===== src/rtl/osc_capture_ctrl_pkg.sv =====
// rtl/osc_capture_ctrl_pkg.sv - shared types and defaults for the oscilloscope capture controller
package osc_cap_pkg;

    localparam int DATA_W_DEF = 8;
    localparam int LEN_W_DEF  = 32;
    localparam int DIV_W_DEF  = 16;

    typedef enum logic [2:0] {
        IDLE      = 3'd0,
        PRIME     = 3'd1,
        WAIT_TRIG = 3'd2,
        CAPTURE   = 3'd3,
        READY     = 3'd4
    } cap_state_t;

    typedef enum logic [1:0] {
        IMM  = 2'd0,
        RISE = 2'd1,
        FALL = 2'd2,
        RSVD = 2'd3
    } trig_mode_t;

    // The reserved encoding behaves like immediate so a bad register value never stalls capture.
    function automatic logic is_immediate(input trig_mode_t m);
        return (m == IMM) || (m == RSVD);
    endfunction

endpackage


===== src/rtl/osc_capture_ctrl_if.sv =====
// rtl/osc_capture_ctrl_if.sv - FIFO write port and frame handshake toward the parallel sender
interface osc_cap_if
    import osc_cap_pkg::*;
#(
    parameter int DATA_W = DATA_W_DEF,
    parameter int LEN_W  = LEN_W_DEF
);
    logic              fifo_wr_en;
    logic [DATA_W-1:0] fifo_wr_data;
    logic              fifo_full;
    logic              frame_rdy;
    logic [LEN_W-1:0]  frame_len;
    logic              tx_done;

    modport master (
        output fifo_wr_en, fifo_wr_data, frame_rdy, frame_len,
        input  fifo_full, tx_done
    );

    modport slave (
        input  fifo_wr_en, fifo_wr_data, frame_rdy, frame_len,
        output fifo_full, tx_done
    );
endinterface


===== src/rtl/osc_capture_ctrl_trig_detect.sv =====
// rtl/osc_capture_ctrl_trig_detect.sv - edge trigger against a level using the previous sample
module osc_trig_detect
    import osc_cap_pkg::*;
#(
    parameter int DATA_W = DATA_W_DEF
) (
    input  logic              clk,
    input  logic              rst_n,
    input  logic              sample_valid,
    input  logic              detect_en,
    input  logic [DATA_W-1:0] cur,
    input  trig_mode_t        mode,
    input  logic [DATA_W-1:0] level,
    output logic              hit
);
    logic [DATA_W-1:0] prev;
    logic              rise;
    logic              fall;

    always_ff @(posedge clk or negedge rst_n) begin
        if (!rst_n) begin
            prev <= '0;
        end else if (sample_valid) begin
            prev <= cur;
        end
    end

    assign rise = (prev <  level) && (cur >= level);
    assign fall = (prev >= level) && (cur <  level);

    always_comb begin
        hit = 1'b0;
        if (sample_valid && detect_en) begin
            case (mode)
                RISE:    hit = rise;
                FALL:    hit = fall;
                default: hit = 1'b1;
            endcase
        end
    end
endmodule


===== src/rtl/osc_capture_ctrl.sv =====
// rtl/osc_capture_ctrl.sv - arm/trigger/decimate capture FSM feeding the sample FIFO and sender
module osc_capture_ctrl
    import osc_cap_pkg::*;
#(
    parameter int DATA_W = DATA_W_DEF,
    parameter int LEN_W  = LEN_W_DEF,
    parameter int DIV_W  = DIV_W_DEF
) (
    input  logic              clk,
    input  logic              rst_n,
    input  logic [DATA_W-1:0] adc_data,
    input  logic              adc_valid,
    input  logic              arm,
    input  logic              continuous,
    input  logic [1:0]        trig_mode,
    input  logic [DATA_W-1:0] trig_level,
    input  logic [DIV_W-1:0]  decim,
    input  logic [LEN_W-1:0]  cap_len,
    osc_cap_if.master         bus,
    output logic              overflow,
    output logic [2:0]        state
);
    cap_state_t        st;
    trig_mode_t        mode_q;
    logic [DATA_W-1:0] level_q;
    logic [DIV_W-1:0]  decim_q;
    logic [DIV_W-1:0]  dec_cnt;
    logic [LEN_W-1:0]  len_q;
    logic [LEN_W-1:0]  wr_cnt;
    logic              wr_en_q;
    logic [DATA_W-1:0] wr_data_q;
    logic              frame_rdy_q;
    logic              hit;
    logic              wr_req;
    logic              last_wr;

    osc_trig_detect #(.DATA_W(DATA_W)) u_trig (
        .clk          (clk),
        .rst_n        (rst_n),
        .sample_valid (adc_valid && (st == PRIME || st == WAIT_TRIG)),
        .detect_en    (st == WAIT_TRIG),
        .cur          (adc_data),
        .mode         (mode_q),
        .level        (level_q),
        .hit          (hit)
    );

    // A write slot is consumed whether or not the FIFO can take it, so frame timing never slips.
    always_comb begin
        wr_req = 1'b0;
        case (st)
            PRIME:     wr_req = adc_valid && is_immediate(mode_q);
            WAIT_TRIG: wr_req = hit;
            CAPTURE:   wr_req = adc_valid && (dec_cnt == decim_q);
            default:   wr_req = 1'b0;
        endcase
    end

    assign last_wr = ((wr_cnt + LEN_W'(1)) == len_q);

    always_ff @(posedge clk or negedge rst_n) begin
        if (!rst_n) begin
            st          <= IDLE;
            mode_q      <= IMM;
            level_q     <= '0;
            decim_q     <= '0;
            len_q       <= '0;
            dec_cnt     <= '0;
            wr_cnt      <= '0;
            wr_en_q     <= 1'b0;
            wr_data_q   <= '0;
            frame_rdy_q <= 1'b0;
            overflow    <= 1'b0;
        end else begin
            wr_en_q <= 1'b0;
            if (wr_req) begin
                wr_cnt  <= wr_cnt + LEN_W'(1);
                dec_cnt <= '0;
                if (bus.fifo_full) begin
                    overflow <= 1'b1;
                end else begin
                    wr_en_q   <= 1'b1;
                    wr_data_q <= adc_data;
                end
            end

            case (st)
                IDLE: begin
                    if (arm) begin
                        mode_q   <= trig_mode_t'(trig_mode);
                        level_q  <= trig_level;
                        decim_q  <= decim;
                        len_q    <= (cap_len == '0) ? LEN_W'(1) : cap_len;
                        overflow <= 1'b0;
                        wr_cnt   <= '0;
                        dec_cnt  <= '0;
                        st       <= PRIME;
                    end
                end
                PRIME: begin
                    if (adc_valid) begin
                        if (!wr_req) begin
                            st <= WAIT_TRIG;
                        end else if (last_wr) begin
                            st          <= READY;
                            frame_rdy_q <= 1'b1;
                        end else begin
                            st <= CAPTURE;
                        end
                    end
                end
                WAIT_TRIG: begin
                    if (hit) begin
                        if (last_wr) begin
                            st          <= READY;
                            frame_rdy_q <= 1'b1;
                        end else begin
                            st <= CAPTURE;
                        end
                    end
                end
                CAPTURE: begin
                    if (adc_valid && !wr_req) begin
                        dec_cnt <= dec_cnt + DIV_W'(1);
                    end else if (wr_req && last_wr) begin
                        st          <= READY;
                        frame_rdy_q <= 1'b1;
                    end
                end
                READY: begin
                    if (bus.tx_done) begin
                        frame_rdy_q <= 1'b0;
                        wr_cnt      <= '0;
                        dec_cnt     <= '0;
                        if (continuous) begin
                            st       <= PRIME;
                            overflow <= 1'b0;
                        end else begin
                            st <= IDLE;
                        end
                    end
                end
                default: st <= IDLE;
            endcase
        end
    end

    assign bus.fifo_wr_en   = wr_en_q;
    assign bus.fifo_wr_data = wr_data_q;
    assign bus.frame_rdy    = frame_rdy_q;
    assign bus.frame_len    = len_q;
    assign state            = st;
endmodule


===== src/flat_wrapper.sv =====
// flat-port wrapper written by rule: the top's interface ports become plain ports
module osc_capture_ctrl_flat import osc_cap_pkg::*;
#(
    parameter int DATA_W = DATA_W_DEF,
    parameter int LEN_W  = LEN_W_DEF,
    parameter int DIV_W  = DIV_W_DEF
)
  (clk, rst_n, adc_data, adc_valid, arm, continuous, trig_mode, trig_level, decim, cap_len, overflow, state, bus_fifo_wr_en, bus_fifo_wr_data, bus_frame_rdy, bus_frame_len, bus_fifo_full, bus_tx_done);
  osc_cap_if #(.DATA_W(DATA_W), .LEN_W(LEN_W)) bus_i ();
  input  logic clk;
  input  logic rst_n;
  input  logic [DATA_W-1:0] adc_data;
  input  logic adc_valid;
  input  logic arm;
  input  logic continuous;
  input  logic [1:0] trig_mode;
  input  logic [DATA_W-1:0] trig_level;
  input  logic [DIV_W-1:0] decim;
  input  logic [LEN_W-1:0] cap_len;
  output logic overflow;
  output logic [2:0] state;
  output wire logic [$bits(bus_i.fifo_wr_en)-1:0] bus_fifo_wr_en;
  output wire logic [$bits(bus_i.fifo_wr_data)-1:0] bus_fifo_wr_data;
  output wire logic [$bits(bus_i.frame_rdy)-1:0] bus_frame_rdy;
  output wire logic [$bits(bus_i.frame_len)-1:0] bus_frame_len;
  input wire logic [$bits(bus_i.fifo_full)-1:0] bus_fifo_full;
  input wire logic [$bits(bus_i.tx_done)-1:0] bus_tx_done;
  assign bus_fifo_wr_en = bus_i.fifo_wr_en;
  assign bus_fifo_wr_data = bus_i.fifo_wr_data;
  assign bus_frame_rdy = bus_i.frame_rdy;
  assign bus_frame_len = bus_i.frame_len;
  assign bus_i.fifo_full = bus_fifo_full;
  assign bus_i.tx_done = bus_tx_done;
  osc_capture_ctrl #(.DATA_W(DATA_W), .LEN_W(LEN_W), .DIV_W(DIV_W)) u_core (.clk(clk), .rst_n(rst_n), .adc_data(adc_data), .adc_valid(adc_valid), .arm(arm), .continuous(continuous), .trig_mode(trig_mode), .trig_level(trig_level), .decim(decim), .cap_len(cap_len), .bus(bus_i), .overflow(overflow), .state(state));
endmodule

===== config.mk =====
export PLATFORM = sky130hd
export DESIGN_NAME = osc_capture_ctrl_flat
export DESIGN_NICKNAME = d
export VERILOG_FILES = /design/src/rtl/osc_capture_ctrl_pkg.sv /design/src/rtl/osc_capture_ctrl_if.sv /design/src/rtl/osc_capture_ctrl_trig_detect.sv /design/src/rtl/osc_capture_ctrl.sv /design/src/flat_wrapper.sv
export SDC_FILE = /design/constraint.sdc
export NUM_CORES = 1
export LEC_CHECK = 0
export BUFFER_PORTS_ARGS = -buffer_cell sky130_fd_sc_hd__buf_2
export CAP_MARGIN = 20
export CORE_ASPECT_RATIO = 1.25
export CORE_MARGIN = 2
export CORE_UTILIZATION = 32
export DETAILED_ROUTE_END_ITERATION = 8
export GPL_ROUTABILITY_DRIVEN = 1
export PLACE_DENSITY_LB_ADDON = 0.3
export SLEW_MARGIN = 20
export SYNTH_ARGS = -nofsm -noshare
export SYNTH_HDL_FRONTEND = slang
export SYNTH_SLANG_ARGS = --single-unit

===== constraint.sdc =====
create_clock -name clk -period 3.99 [get_ports clk]
set_input_delay 0.1995 -clock clk [delete_from_list [all_inputs] [get_ports clk]]
set_output_delay 0.1995 -clock clk [all_outputs]
set_load 0.01 [all_outputs]

==> out/results.ini, run 1 <==
[worst_setup_path]
setup.worst_path.start_class=register
cp.required_ns=4.30
r2r-start=u_core.wr_cnt[0]
critPathKind=register to register
cp_slowest_cell=or4_1
r2r-end=u_core.state[0]
rrSetupSlack_ns=0.36
worstRegToRegCells=11
worst_setup_path_end_kind=register
cp_cell_sequence=ha_1, nand3_2, nor3_4, nand2_1, or3_1, xnor2_1, or4_1, nor4_2, a211oi_1, a211o_1, mux2_2
path_max_fanout=8
worstSetupEndpoint=u_core.state[0]
critPathMaxStageDelay_ns=0.49
cp-startpoint=u_core.wr_cnt[0]
arrival_ns=3.94

[placement]
place_ws_ns=0.364
place_area_sq_um=8380
dpl.hpwl_um=14100
numPortBuffers=118
routabilityCongestion=0.846
dpl.cell_count=1141

[finish]
design_area_sq_um=9240
insertedDiodeCount=0
mostFrequentLayoutCells=dfrtp_1, buf_2, nor2_1, mux2_2, nand2_1
area_growth_pct=23.1
fin_nets=990
layout.cells.non_filler=1198
fin_util=0.401
final_common_cell=dfrtp_1
drive_gt1_frac=0.264

[synth]
avgSynthCellArea_sq_um=9.81
yosysUniqueCellTypes=61
synth_nets=858
ys_seq_area_frac=0.427
synth_flop_cell=dfrtp_1
syn-cell-area_sq_um=7500
async_flop_share=1.00
syn_inst=765
yosysWarnings=0
synth-edff-count=0
synth-seq-cells=128

[global_route]
grt_usage=0.165
antenna_found_initial=0
grt_pass1_wl_um=32100
grt_max_degree=108
grt_pass1_vias=6141
grt-ovfl-total=0

[power_and_ir_drop]
power.switching_mw=2.25
p_comb_frac=0.372
p_per_area_nw_per_um2=649
vdd_drop_max_uv=287
swShare=0.375
finalPower_mw=5.99
p_clk_frac=0.270
leakagePower_nw=4.08
p_int_mw=3.75
seqPwrFrac=0.358

[sta]
tightestPinTransition_ns=0.927
final.min_clock_period_ns=3.63
setup_tns_ns=0
fin_crit_sh=0.909
slew_headroom=0.381
grt_setup_unrepaired=no
drv_slew=0
setup_viol=0
hold_ws_ns=0.0179
hold_viol_final=0
fmax_mhz=276
layout_setup_ws_ns=0.364
skew_ns=0.00817

[cts]
clock-root-buffer=clkbuf_16
cts_buffer_depth=2
cts_resized=0
cts_tree=built
clkTransAtPathRegs_ns=0.06
cts_inserted_buffers=17
htree_levels=4
clock_latency_ns=0.43
clock-sinks=128

[floorplanning]
dieArea_sq_um=24700
ios=119
num_rows=62
fp.coreArea_sq_um=23000
die_h_um=175
start_util=0.326
die_x_um=141

[drt]
drtPass1Iterations=5
drtIter0Drc=321
vias=6178
totalWireLength_um=19800
routedWlPerCell_um=16.6
drtAntennaViolNets=0
drc=0
viasPerCell=5.16

[flow_run]
cap_violations=0

[worst_hold_path]
min_path_type=input pin to register

[outcome]
status=finished, final reports clean

[layer usage]
layer	track usage	wire (um)	vias up
met3	0.0315	675	30
met5	0	0	-
li1	-	-	2998
met1	0.197	8440	3015
met4	0.0675	557	0
met2	0.290	10200	135
[worst min-delay path by stage]
stage                       start                    endpoint  slack, ns  depth (start not counted)
global placement    trig_level[6]           u_core.level_q[6]       0.41                          3
global route             decim[3]           u_core.decim_q[3]       0.01                          2
detailed placement  trig_level[6]           u_core.level_q[6]       0.41                          3
floorplan                   rst_n  u_core.bus.fifo_wr_data[0]       -0.1                          0
finish                   decim[3]           u_core.decim_q[3]       0.02                          2
CTS                      decim[3]           u_core.decim_q[3]      0.001                          2
[area by class of cell]
cell class                      count  area, sq um
Multi-Input combinational cell    579         4080
Inverter                           20         75.1
Fill cell                        2284        13800
Tap cell                          288          360
Clock buffer                       19          453
Timing Repair Buffer              151          910
Clock inverter                     13          154
Sequential cell                   128         3200
[flip-flops by register name, indices dropped and copies added (netlist names)]
register / flops
u_core.bus.fifo_wr_data: 8
u_core.wr_cnt: 32
u_core.dec_cnt: 16
u_core.state: 3
u_core.level_q: 8
u_core.overflow: 1
u_core.bus.frame_len: 32
u_core.bus.frame_rdy: 1
u_core.bus.fifo_wr_en: 1
u_core.u_trig.prev: 8
u_core.decim_q: 16
u_core.mode_q: 2
[worst max-delay path: cells and delay by family (launching register included)]
family | cells | cell delay (ns)
mux | 1 | 0.25
simple gates | 6 | 1.98
xor+xnor | 1 | 0.16
compound gates | 2 | 0.37
fa+ha+maj | 1 | 0.28
flops | 1 | 0.47
[synth_stat cells, drive strengths merged (8+ instances only)]
master  count  area [sq um]
nor2b      10          62.6
and3       16           108
a21oi      20           100
nand2      57           214
mux2       63           709
clkbuf     25          93.8
a31oi       9          56.3
nand3      30           168
a22oi       8          60.1
xor2       43           377
buf        13          66.3
nor2       88           330
dfrtp     128          3200
ha         20           250
nor4       22           144
xnor2      44           385
nand4      25           208
a211oi     11          82.6
nand2b      9          56.3
inv        20          75.1
o21ai      35           175
[kinds of logic (layout without fill, tap and decap cells)]
logic type | after synthesis | count (layout) | share of synthesized area
flops | 128 | 128 | 0.427
xor+xnor | 87 | 87 | 0.102
fa+ha+maj | 20 | 20 | 0.0334
compound gates | 113 | 113 | 0.0964
buf+inv | 58 | 203 | 0.0314
simple gates | 293 | 293 | 0.212
mux | 66 | 66 | 0.0986
[timing repair]
item / in CTS / in global routing
buffers inserted: 0 / 0
hold buffers: 25 / 0
hold endpoints to repair: 129 / 0
[power by group through the flow]
stage | combinational [mW] | sequential, mW | clock [mW]
floorplan | 1.48 | 2.13 | 0
global placement | 2.20 | 2.17 | 0
detailed placement | 2.22 | 2.18 | 0
CTS | 2.26 | 2.16 | 1.66
global route | 2.50 | 2.22 | 1.70
finish | 2.23 | 2.15 | 1.62
Power figures use the tool's default switching activity.
==> inputs of run 2 (changes only) <==
--- a/config.mk
+++ b/config.mk
@@ -12,7 +12,7 @@
 export CORE_UTILIZATION = 32
 export DETAILED_ROUTE_END_ITERATION = 8
 export GPL_ROUTABILITY_DRIVEN = 1
-export PLACE_DENSITY_LB_ADDON = 0.3
+export PLACE_DENSITY = 0.55
 export SLEW_MARGIN = 20
 export SYNTH_ARGS = -nofsm -noshare
 export SYNTH_HDL_FRONTEND = slang
==> out/results.ini, run 2 (synthesis gave the netlist of run 1 again) <==
[outcome]
status=finished, final reports clean

[finish]
fin_util=0.395
area_growth_pct=21.5
final_common_cell=dfrtp_1
drive_gt1_frac=0.265
mostFrequentLayoutCells=dfrtp_1, buf_2, nor2_1, mux2_2, nand2_1
insertedDiodeCount=0
fin_nets=978
layout.cells.non_filler=1186

[worst_setup_path]
cp-startpoint=u_core.wr_cnt[0]
setup.worst_path.start_class=register
critPathKind=register to register
r2r-start=u_core.wr_cnt[0]
cp_cell_sequence=ha_1, nand3_2, nor3_4, nand2_1, or3_1, xnor2_1, or4_1, nor4_2, a211oi_1, a211o_1, mux2_2
cp.required_ns=4.29
worst_setup_path_end_kind=register
path_max_fanout=8
critPathMaxStageDelay_ns=0.49
cp_slowest_cell=or4_1
arrival_ns=3.93

[sta]
skew_ns=0.00783
hold_ws_ns=0.0178
final.min_clock_period_ns=3.63
fin_crit_sh=0.910
tightestPinTransition_ns=0.901
grt_setup_unrepaired=no
slew_headroom=0.398
setup_tns_ns=0
fmax_mhz=275
drv_slew=0
setup_viol=0
hold_viol_final=0

[global_route]
grt-ovfl-total=0
grt_pass1_vias=6073
antenna_found_initial=0
grt_max_degree=103
grt_pass1_wl_um=31700
grt_usage=0.162

[floorplanning]
fp.coreArea_sq_um=23000
num_rows=62
start_util=0.326
ios=119
die_h_um=175
die_x_um=141
dieArea_sq_um=24700

[drt]
drc=0
totalWireLength_um=19500
routedWlPerCell_um=16.5
drtIter0Drc=331
vias=5994
drtPass1Iterations=4
viasPerCell=5.05
drtAntennaViolNets=0

[cts]
htree_levels=4
clock_latency_ns=0.42
cts_setup_buffers=0
clock-root-buffer=clkbuf_16
cts_inserted_buffers=17
cts_resized=0
ctsHoldBuffers=13
cts_buffer_depth=2
clock-sinks=128
cts_tree=built
clkTransAtPathRegs_ns=0.06

[worst_hold_path]
min_path_type=input pin to register
min_from=decim[11]

[placement]
routabilityCongestion=0.845
dpl.cell_count=1140
dpl.hpwl_um=14100
numPortBuffers=118

[power_and_ir_drop]
vdd_drop_max_uv=313
finalPower_mw=5.92
p_per_area_nw_per_um2=650
leakagePower_nw=4.05

[flow_run]
cap_violations=0

[run 2: cell count changes in the layout (fill, tap and decap cells not counted), sizes merged]
cell,change
buf,+1
clkbuf,+2
clkinv,+3
clkinvlp,-3
dlygate4sd3,-12
inv,-3
[run 2: layout make-up]
type | count | area (sq um)
Multi-Input combinational cell | 579 | 4080
Clock buffer | 22 | 474
Clock inverter | 10 | 110
Inverter | 20 | 75.1
Timing Repair Buffer | 139 | 807
Fill cell | 2256 | 13900
Tap cell | 288 | 360
Sequential cell | 128 | 3200
[run 2: power breakdown]
group / internal (mW) / switching [mW] / total (mW) / leakage (nW)
Clock: 0.966 / 0.583 / 1.55 / 0.290
Sequential: 1.73 / 0.447 / 2.17 / 1.62
Combinational: 1.05 / 1.15 / 2.20 / 2.14
[run 2: metal layers]
layer / vias to the layer above / GRT usage / routed length, um
li1: 2967 / - / -
met1: 2895 / 0.199 / 8540
met2: 105 / 0.280 / 9870
met3: 27 / 0.0296 / 556
met4: 0 / 0.0654 / 583
met5: - / 0 / 0
[run 2: path summary, 6_finish.rpt]
path / endpoint / slack [ns] / depth (start not counted)
worst max-delay path: u_core.state[0] / 0.36 / 11
worst min-delay path: u_core.decim_q[11] / 0.02 / 2
worst max register to register: u_core.state[0] / 0.36 / 11
worst min register to register: u_core.bus.frame_rdy / 0.48 / 2
max in group asynchronous: u_core.wr_cnt[30] / 3.03 / 3
min in group asynchronous: u_core.bus.frame_len[10] / 0.27 / 2
[run 2: critical path, delay by kind of cell (launching register included)]
kind	cells	cell delay [ns]
XOR/XNOR	1	0.16
AND/OR/NAND/NOR	6	1.97
AO/OA/AOI/OAI	2	0.38
flip-flops	1	0.47
adder cells (fa/ha/maj)	1	0.28
multiplexers	1	0.25
[run 2: metrics by stage]
step / worst slack [ns] / cell area (sq um)
after floorplan: 0.726 / 7500
after global placement: 0.455 / 8370
after detailed placement: 0.376 / 8370
after CTS: 0.355 / 9080
after global routing: 0.124 / 9110
final: 0.359 / 9110
==> inputs of run 3 (changes only) <==
--- a/config.mk
+++ b/config.mk
@@ -5,14 +5,13 @@
 export SDC_FILE = /design/constraint.sdc
 export NUM_CORES = 1
 export LEC_CHECK = 0
-export BUFFER_PORTS_ARGS = -buffer_cell sky130_fd_sc_hd__buf_2
-export CAP_MARGIN = 20
 export CORE_ASPECT_RATIO = 1.25
 export CORE_MARGIN = 2
 export CORE_UTILIZATION = 32
 export DETAILED_ROUTE_END_ITERATION = 8
+export DONT_BUFFER_PORTS = 1
 export GPL_ROUTABILITY_DRIVEN = 1
-export PLACE_DENSITY = 0.55
+export PLACE_DENSITY = 0.51
 export SLEW_MARGIN = 20
 export SYNTH_ARGS = -nofsm -noshare
 export SYNTH_HDL_FRONTEND = slang
==> constraint.sdc (replaced) <==
create_clock -name clk -period 3.99 [get_ports clk]
set_input_delay 0.798 -clock clk [delete_from_list [all_inputs] [get_ports clk]]
set_output_delay 0.798 -clock clk [all_outputs]
set_load 0.01 [all_outputs]
==> out/results.ini, run 3 (synthesis gave the netlist of run 1 again) <==
[outcome]
status=finished, final reports clean

[cts]
cts_resized=0
clkTransAtPathRegs_ns=0.06
cts_inserted_buffers=17
cts_tree=built
clock-sinks=128
clock-root-buffer=clkbuf_16
htree_levels=4
ctsHoldBuffers=0
clock_latency_ns=0.43
cts_setup_buffers=0
cts_buffer_depth=2

[finish]
layout.cells.non_filler=1058
final_common_cell=dfrtp_1
fin_nets=850
n_fill_cell=2312
area_growth_pct=11.7
mostFrequentLayoutCells=dfrtp_1, nor2_1, mux2_2, nand2_1, xnor2_1
drive_gt1_frac=0.164
insertedDiodeCount=0

[power_and_ir_drop]
p_clk_frac=0.268
vdd_drop_max_uv=287
finalPower_mw=5.59
p_comb_frac=0.320
leakagePower_nw=3.51
swShare=0.377
p_per_area_nw_per_um2=668
p_int_mw=3.48
power.switching_mw=2.11
seqPwrFrac=0.412

[floorplanning]
num_rows=62
fp.coreArea_sq_um=23000
die_x_um=141
ios=119
die_h_um=175
start_util=0.326
dieArea_sq_um=24700

[sta]
grt_setup_unrepaired=no
hold_viol_final=0
slew_headroom=0.374
final.min_clock_period_ns=3.61
fin_crit_sh=0.904
hold_ws_ns=0.0732
skew_ns=0.00731
fmax_mhz=277
setup_tns_ns=0
drv_slew=0
layout_setup_ws_ns=0.382
tightestPinTransition_ns=0.937
setup_viol=0

[worst_setup_path]
r2r-start=u_core.wr_cnt[0]
cp_slowest_cell=or4_1
cp.required_ns=4.30
rrSetupSlack_ns=0.38
critPathKind=register to register
setup.worst_path.start_class=register
crit_buf_inv=0
crit_family=simple AND/OR/NAND/NOR gates
r2r-end=u_core.state[0]
path_depth=11
arrival_ns=3.92
worstRegToRegCells=11
critPathMaxStageDelay_ns=0.50
path_max_fanout=8
worst_setup_path_end_kind=register
cp_cell_sequence=ha_1, nand3_2, nor3_4, nand2_1, or3_1, xnor2_1, or4_1, nor4_2, a211oi_1, a211o_1, mux2_2

[global_route]
grt_pass1_wl_um=31100
grt_max_degree=129
grt-ovfl-total=0
grt_pass1_vias=5685
grt_usage=0.163
antenna_found_initial=0

[drt]
drtIter0Drc=326
drtAntennaViolNets=0
vias=5553
routedWlPerCell_um=18.3
drc=0
drtPass1Iterations=4
viasPerCell=5.25
totalWireLength_um=19400

[placement]
place_ws_ns=0.207
dpl.hpwl_um=14100
numPortBuffers=0
dpl.cell_count=1026
routabilityCongestion=0.834

[worst_hold_path]
min_path_type=input pin to async pin

[flow_run]
cap_violations=0

[run 3: cell count changes in the layout (fill, tap and decap cells not counted)]
cell,change
buf_16,-1
buf_2,-117
buf_4,+4
buf_6,-1
bufinv_16,-1
clkbuf_1,-2
clkbuf_8,-1
clkinv_2,-1
clkinv_4,+2
clkinvlp_4,+3
dlygate4sd3_1,-13
nor4_1,-1
nor4_2,+1
[run 3: worst max-delay path by stage]
stage / from / end / slack, ns
6_report: u_core.wr_cnt[0] / u_core.state[0] / 0.38
5_1_grt: u_core.wr_cnt[0] / u_core.state[0] / 0.07
4_1_cts: u_core.wr_cnt[16] / u_core.state[0] / 0.20
3_5_place_dp: u_core.wr_cnt[16] / u_core.state[0] / 0.21
3_3_place_gp: u_core.wr_cnt[16] / u_core.state[0] / 0.32
2_1_floorplan: u_core.wr_cnt[0] / u_core.state[0] / 0.73
[run 3: layout make-up]
| class | instances | area, sq um | share of cell area |
|---|---|---|---|
| inverters | 20 | 75.1 | 0.00896 |
| flip-flops and latches | 128 | 3200 | 0.382 |
| clock inverters | 13 | 115 | 0.0137 |
| repair buffers | 11 | 82.6 | 0.00986 |
| clock buffers | 19 | 453 | 0.0541 |
| multi-input cells | 579 | 4090 | 0.488 |
| well taps | 288 | 360 | 0.0430 |
[run 3: per-stage QoR]
| stage | area [sq um] | util |
|---|---|---|
| after detailed placement | 7800 | 0.339 |
| after floorplan | 7500 | - |
| after global placement | 7800 | 0.339 |
| final | 8380 | 0.364 |
| after global routing | 8380 | 0.364 |
| after CTS | 8370 | 0.363 |
[run 3: metal layers]
metal	share of wire	GRT usage	routed length, um
met5	0	0	0
met3	0.045	0.0422	867
met2	0.54	0.300	10400
met1	0.40	0.183	7840
met4	0.013	0.0504	251
[run 3: power groups by stage]
stage               Sequential, mW  Combinational, mW  Clock (mW)
global placement              2.36               1.76           0
global route                  2.39               2.02        1.60
CTS                           2.34               1.80        1.54
finish                        2.31               1.79        1.50
floorplan                     2.13               1.48           0
detailed placement            2.36               1.78           0
